$ cat src/rtl/alu_issue_decode.sv
// Decode/issue stage for RV32I OP, OP-IMM and LUI instructions.
// It owns the integer register file and a busy-bit scoreboard. Decoded ALU
// operations leave through a single output register with a valid/ready
// handshake.
module alu_issue_decode #(
    parameter int DATA_WIDTH = 32,
    parameter bit FORWARD_EN = 1'b1
) (
    input  logic                  CK_REF,
    input  logic                  RST,
    input  logic                  IN_VALID,
    output logic                  IN_READY,
    input  logic [31:0]           INSTR,
    output logic                  OUT_VALID,
    input  logic                  OUT_READY,
    output logic [3:0]            OP_VAL,
    output logic [DATA_WIDTH-1:0] A,
    output logic [DATA_WIDTH-1:0] B,
    output logic [4:0]            RD,
    output logic                  ILLEGAL,
    input  logic                  WB_EN,
    input  logic [4:0]            WB_RD,
    input  logic [DATA_WIDTH-1:0] WB_DATA
);
    localparam logic [6:0] OPC_OP  = 7'b0110011;
    localparam logic [6:0] OPC_IMM = 7'b0010011;
    localparam logic [6:0] OPC_LUI = 7'b0110111;
    localparam logic [6:0] F7_ALT  = 7'b0100000;

    localparam logic [3:0] ALU_NOP  = 4'b0000;
    localparam logic [3:0] ALU_ADD  = 4'b0001;
    localparam logic [3:0] ALU_SUB  = 4'b0010;
    localparam logic [3:0] ALU_SLT  = 4'b0011;
    localparam logic [3:0] ALU_SLTU = 4'b1011;
    localparam logic [3:0] ALU_AND  = 4'b0100;
    localparam logic [3:0] ALU_OR   = 4'b0101;
    localparam logic [3:0] ALU_XOR  = 4'b0110;
    localparam logic [3:0] ALU_SLL  = 4'b0111;
    localparam logic [3:0] ALU_SRL  = 4'b1000;
    localparam logic [3:0] ALU_SRA  = 4'b1001;

    // Instruction fields
    logic [6:0] opcode, funct7;
    logic [2:0] funct3;
    logic [4:0] rd_f, rs1, rs2;
    assign opcode = INSTR[6:0];
    assign rd_f   = INSTR[11:7];
    assign funct3 = INSTR[14:12];
    assign rs1    = INSTR[19:15];
    assign rs2    = INSTR[24:20];
    assign funct7 = INSTR[31:25];

    // State
    logic [31:0][DATA_WIDTH-1:0] rf_q, rf_d;
    logic [31:0]                 busy_q, busy_d;
    logic                        out_valid_q, out_valid_d;
    logic                        illegal_q, illegal_d;
    logic [3:0]                  op_q, op_d;
    logic [DATA_WIDTH-1:0]       a_q, a_d, b_q, b_d;
    logic [4:0]                  rd_q, rd_d;

    // Decode
    logic                  is_op, is_imm, is_lui, dec_illegal, use_rs1, use_rs2;
    logic [3:0]            dec_op;
    logic                  fwd1, fwd2, hazard, in_xfer, out_xfer;
    logic [DATA_WIDTH-1:0] rs1_val, rs2_val, op_a, op_b;

    assign is_op  = (opcode == OPC_OP);
    assign is_imm = (opcode == OPC_IMM);
    assign is_lui = (opcode == OPC_LUI);

    // Classify legality, pick the ALU opcode and which sources are read
    always_comb begin
        dec_illegal = 1'b0;
        if (is_op) begin
            if (funct7 == F7_ALT) dec_illegal = !(funct3 == 3'b000 || funct3 == 3'b101);
            else if (funct7 != 7'b0) dec_illegal = 1'b1;
        end else if (is_imm) begin
            if (funct3 == 3'b001 && funct7 != 7'b0) dec_illegal = 1'b1;
            if (funct3 == 3'b101 && funct7 != 7'b0 && funct7 != F7_ALT) dec_illegal = 1'b1;
        end else if (!is_lui) begin
            dec_illegal = 1'b1;
        end
        case (funct3)
            3'b000:  dec_op = (is_op && funct7 == F7_ALT) ? ALU_SUB : ALU_ADD;
            3'b001:  dec_op = ALU_SLL;
            3'b010:  dec_op = ALU_SLT;
            3'b011:  dec_op = ALU_SLTU;
            3'b100:  dec_op = ALU_XOR;
            3'b101:  dec_op = (funct7 == F7_ALT) ? ALU_SRA : ALU_SRL;
            3'b110:  dec_op = ALU_OR;
            default: dec_op = ALU_AND;
        endcase
        if (is_lui) dec_op = ALU_ADD;
        if (dec_illegal) dec_op = ALU_NOP;
        use_rs1 = !dec_illegal && (is_op || is_imm);
        use_rs2 = !dec_illegal && is_op;
    end

    // Register reads with optional same-cycle writeback bypass; x0 is hardwired
    always_comb begin
        fwd1 = FORWARD_EN && WB_EN && (WB_RD == rs1);
        fwd2 = FORWARD_EN && WB_EN && (WB_RD == rs2);
        rs1_val = fwd1 ? WB_DATA : rf_q[rs1];
        rs2_val = fwd2 ? WB_DATA : rf_q[rs2];
        if (rs1 == 5'd0) rs1_val = '0;
        if (rs2 == 5'd0) rs2_val = '0;
        op_a = is_lui ? '0 : rs1_val;
        if (is_op)
            op_b = rs2_val;
        else if (is_lui)
            op_b = {INSTR[31:12], 12'b0};
        else if (funct3 == 3'b001 || funct3 == 3'b101)
            op_b = {{(DATA_WIDTH-5){1'b0}}, INSTR[24:20]};
        else
            op_b = {{(DATA_WIDTH-12){INSTR[31]}}, INSTR[31:20]};
    end

    // Hazard only when a used source is busy and not being bypassed this cycle
    always_comb begin
        hazard = IN_VALID &&
                 ((use_rs1 && busy_q[rs1] && !fwd1) || (use_rs2 && busy_q[rs2] && !fwd2));
        IN_READY = (!out_valid_q || OUT_READY) && !hazard;
        in_xfer  = IN_VALID && IN_READY;
        out_xfer = out_valid_q && OUT_READY;
    end

    // Next state: output slot, scoreboard (set beats clear) and register file
    always_comb begin
        out_valid_d = out_valid_q;
        illegal_d   = illegal_q;
        op_d        = op_q;
        a_d         = a_q;
        b_d         = b_q;
        rd_d        = rd_q;
        if (in_xfer) begin
            out_valid_d = 1'b1;
            illegal_d   = dec_illegal;
            op_d        = dec_op;
            rd_d        = dec_illegal ? 5'd0 : rd_f;
            if (!dec_illegal) begin
                a_d = op_a;
                b_d = op_b;
            end
        end else if (out_xfer) begin
            out_valid_d = 1'b0;
            illegal_d   = 1'b0;
            op_d        = ALU_NOP;
        end
        busy_d = busy_q;
        if (WB_EN) busy_d[WB_RD] = 1'b0;
        if (in_xfer && !dec_illegal && rd_f != 5'd0) busy_d[rd_f] = 1'b1;
        rf_d = rf_q;
        if (WB_EN && WB_RD != 5'd0) rf_d[WB_RD] = WB_DATA;
    end

    // State registers, cleared asynchronously
    always_ff @(posedge CK_REF or posedge RST) begin
        if (RST) begin
            out_valid_q <= 1'b0;
            illegal_q   <= 1'b0;
            op_q        <= ALU_NOP;
            a_q         <= '0;
            b_q         <= '0;
            rd_q        <= '0;
            busy_q      <= '0;
            rf_q        <= '0;
        end else begin
            out_valid_q <= out_valid_d;
            illegal_q   <= illegal_d;
            op_q        <= op_d;
            a_q         <= a_d;
            b_q         <= b_d;
            rd_q        <= rd_d;
            busy_q      <= busy_d;
            rf_q        <= rf_d;
        end
    end

    assign OUT_VALID = out_valid_q;
    assign ILLEGAL   = illegal_q;
    assign OP_VAL    = op_q;
    assign A         = a_q;
    assign B         = b_q;
    assign RD        = rd_q;
endmodule

$ cat config.mk
export PLATFORM = sky130hd
export DESIGN_NAME = alu_issue_decode
export DESIGN_NICKNAME = d
export VERILOG_FILES = /design/src/rtl/alu_issue_decode.sv
export SDC_FILE = /design/constraint.sdc
export NUM_CORES = 2
export LEC_CHECK = 0
export CAP_MARGIN = 20
export CORE_MARGIN = 1.5
export CORE_UTILIZATION = 57
export CTS_CLUSTER_DIAMETER = 30
export DETAILED_ROUTE_END_ITERATION = 7
export PLACE_DENSITY = 0.87
export REMOVE_ABC_BUFFERS = 1
export SYNTH_ARGS = -nofsm -noshare
export SYNTH_HDL_FRONTEND = slang
export SYNTH_SLANG_ARGS = --single-unit
$ cat constraint.sdc
create_clock -name CK_REF -period 38.8 [get_ports CK_REF]
set_input_delay 5.82 -clock CK_REF [delete_from_list [all_inputs] [get_ports CK_REF]]
set_output_delay 5.82 -clock CK_REF [all_outputs]
set_load 0.005 [all_outputs]
==> reports/summary.txt <==
Max cap viols - 0
Post-synthesis async set-or-reset flop share - 100.0%
Post-synth top flop - dfrtp_1
GR Util All Layers - 37.57%
Post-synth top cells - dfrtp_1, mux2_2, mux4_2
Setup CP Type - in2out
Leak - 30.47 nW
Number of synthesized flops with an enable pin - 0
CTS Hold Bufs - 0
Count of different cell masters after synthesis - 60
Hold path cells - 0
RSZ-0062 raised after global routing - no
Top-count cell post-synth - dfrtp_1
#FFs+latches synth - 1131
Total Power - 4.139 mW
Area Growth Syn to Fin - 16.22%
WHS - 0.3967 ns
Initial core utilization - 57.35%
Setup slack, reg-to-reg - 35.28 ns
Fin crit share - 40.21%
Layout cells sized above 1 - 46.59%
Post-route ant nets - 0
Die height - 328.2 um
Synth area leader - dfrtp_1
WP data arrival - 9.78 ns
Initial antenna violation count - 15
Mapped Area - 60280 um^2
Clk_lat worst skew - 0.82 ns
Final setup violating endpoints - 0
Final HPWL DP - 106400 um
Maximum vdd drop - 0.05099 mV
First-pass GRT wire length - 298500 um
Reg clk slew, reported paths - 0.05 ns
# DRC - 0
Aggregate global routing overflow - 0
Drt initial violations - 6935
Syn. warnings - 0
Critical Path Fanout Max - 106
Crit end category - output port
CP Data Required Time - 32.98 ns
Max Clock Freq - 64.09 MHz
Largest net degree at the start of global routing - 188
Routability Congestion - 0.9334
Worst Tran Pin Value - 1.247 ns
Worst reg-to-reg path cell count - 8
Yosys top cell area share - 46.95%
Die width - 328.2 um
Worst Skew - 0.04419 ns
I/O pin total - 150
Outcome - finished, final reports clean
Rel. slew slack - 16.84%
Total wire length - 201600 um
Hold Fails Final Rpt - 0
CTS tree - yes
Vias per inst - 7.518
Setup_tns - 0 ns
Hold WC Path Type - reg2reg
Fin crit period - 15.60 ns
CTS Buf Count - 208
Vias in the first global route - 45880
Max clock buf depth - 3
Synth area leaders - dfrtp_1, mux2_2, mux4_2
Pwr Density - 59.08 nW/um^2
Count of final max-slew check failures - 0
Row count - 119
CORE AREA - 105100 um^2
Clk sinks - 1131
Root Driver - clkbuf_16
Layout Nets - 4319
Mean Syn Cell Area - 14.20 um^2
H-tree levels - 4
CTS-repair resized insts - 0
PortBufs - 149
Post-CTS Setup Inserts - 0
Final Core Density - 66.65%
Sequential fraction of the synthesis area - 46.95%
Routed vias - 43760
Critical Path Start Type - primary input
Post-Syn Instances - 4245
Avg WL per Cell - 34.64 um
Drt first pass iters - 8
Die area - 107700 um^2
-- worst max-delay path, cell delays in order --
cell and delay (ns):
buf_8 0.42, buf_4 0.79, buf_12 0.64, mux2i_1 0.30, a22oi_1 0.12, nand4b_1 0.16, nand4_1 0.11, a41o_1 0.29
nor2_1 0.43, clkdlybuf4s50_1 0.60
-- flip-flops by register name, indices dropped and copies added, names as in the netlist --
signal and flops:
OUT_VALID 1, busy_q 32, B 32, ILLEGAL 1, A 32, rf_q 1024, OP_VAL 4, RD 5
-- cell families after synthesis --
group,after synthesis,synth area share [%]
AOI/OAI and AO/OA,513,6.106
xor gates and xnor gates,13,0.1889
buffers and inverters,512,3.686
DFF,1131,46.95
muxes,1807,40.92
and+or+nand+nor,269,2.148
-- metal layers --
metal  vias up  track usage [%]  share of wire [%]
li1      16360                -                  -
met1     22270            45.50                 34
met2      3957            54.50                 44
met3      1150            16.13                 15
met4        20            25.61                7.6
met5         -           0.1331              0.095
-- cell type report --
type / instances / area [um^2]
diodes: 7 / 17.52
clock buffers: 273 / 5841
clock inverters: 114 / 1514
fillers: 6657 / 35050
inverters: 26 / 105.1
multi-input cells: 2602 / 29990
flip-flops and latches: 1131 / 28300
well taps: 1391 / 1740
repair buffers: 276 / 2554
-- report_power, final --
part	switching, mW	internal, mW
Clock	0.662	1.22
Combinational	0.291	0.390
Sequential	0.177	1.39
-- path summary, 6_finish.rpt --
path                                     start               endpoint
min reg2reg                rf_q[5]$_DFFE_PP0P_    rf_q[5]$_DFFE_PP0P_
min in group asynchronous                  RST  rf_q[683]$_DFFE_PP0P_
max                                  INSTR[20]               IN_READY
min                        rf_q[5]$_DFFE_PP0P_    rf_q[5]$_DFFE_PP0P_
max in group asynchronous                  RST  rf_q[446]$_DFFE_PP0P_
max reg2reg                busy_q[5]$_DFF_PP0_      B[16]$_DFFE_PP0P_
-- through the flow --
stage / std cells / instance area, um^2 / setup WS [ns]
2_1_floorplan: 3759 / 58160 / 1.130
3_3_place_gp: 5422 / 62610 / 23.16
3_5_place_dp: 5422 / 62610 / 23.17
4_1_cts: 5809 / 69970 / 23.17
5_1_grt: 5817 / 70060 / 23.04
6_report: 5820 / 70060 / 23.20
-- cells in the final DEF, fill, tap and decap left out, drive strengths merged, types with 6 or more instances in the layout --
| cell | instances |
|---|---|
| dfrtp | 1131 |
| mux2 | 1101 |
| mux4 | 416 |
| mux2i | 290 |
| clkbuf | 275 |
| clkdlybuf4s50 | 140 |
| buf | 134 |
| a21oi | 103 |
| nand2 | 96 |
| a22oi | 92 |
| nor2 | 65 |
| o21ai | 54 |
| a221oi | 49 |
| o221ai | 46 |
| inv | 46 |
| clkinv | 44 |
| o211ai | 39 |
| a211oi | 32 |
| a32o | 32 |
| o22ai | 26 |
| clkinvlp | 26 |
| bufinv | 24 |
| nand3 | 24 |
| nor2b | 17 |
| nand2b | 12 |
| nor3b | 10 |
| a22o | 10 |
| xor2 | 9 |
| diode | 7 |
| and2 | 7 |
| nor3 | 7 |
| a211o | 6 |
| and3 | 6 |
No activity file was read; power rests on OpenSTA's default activity.
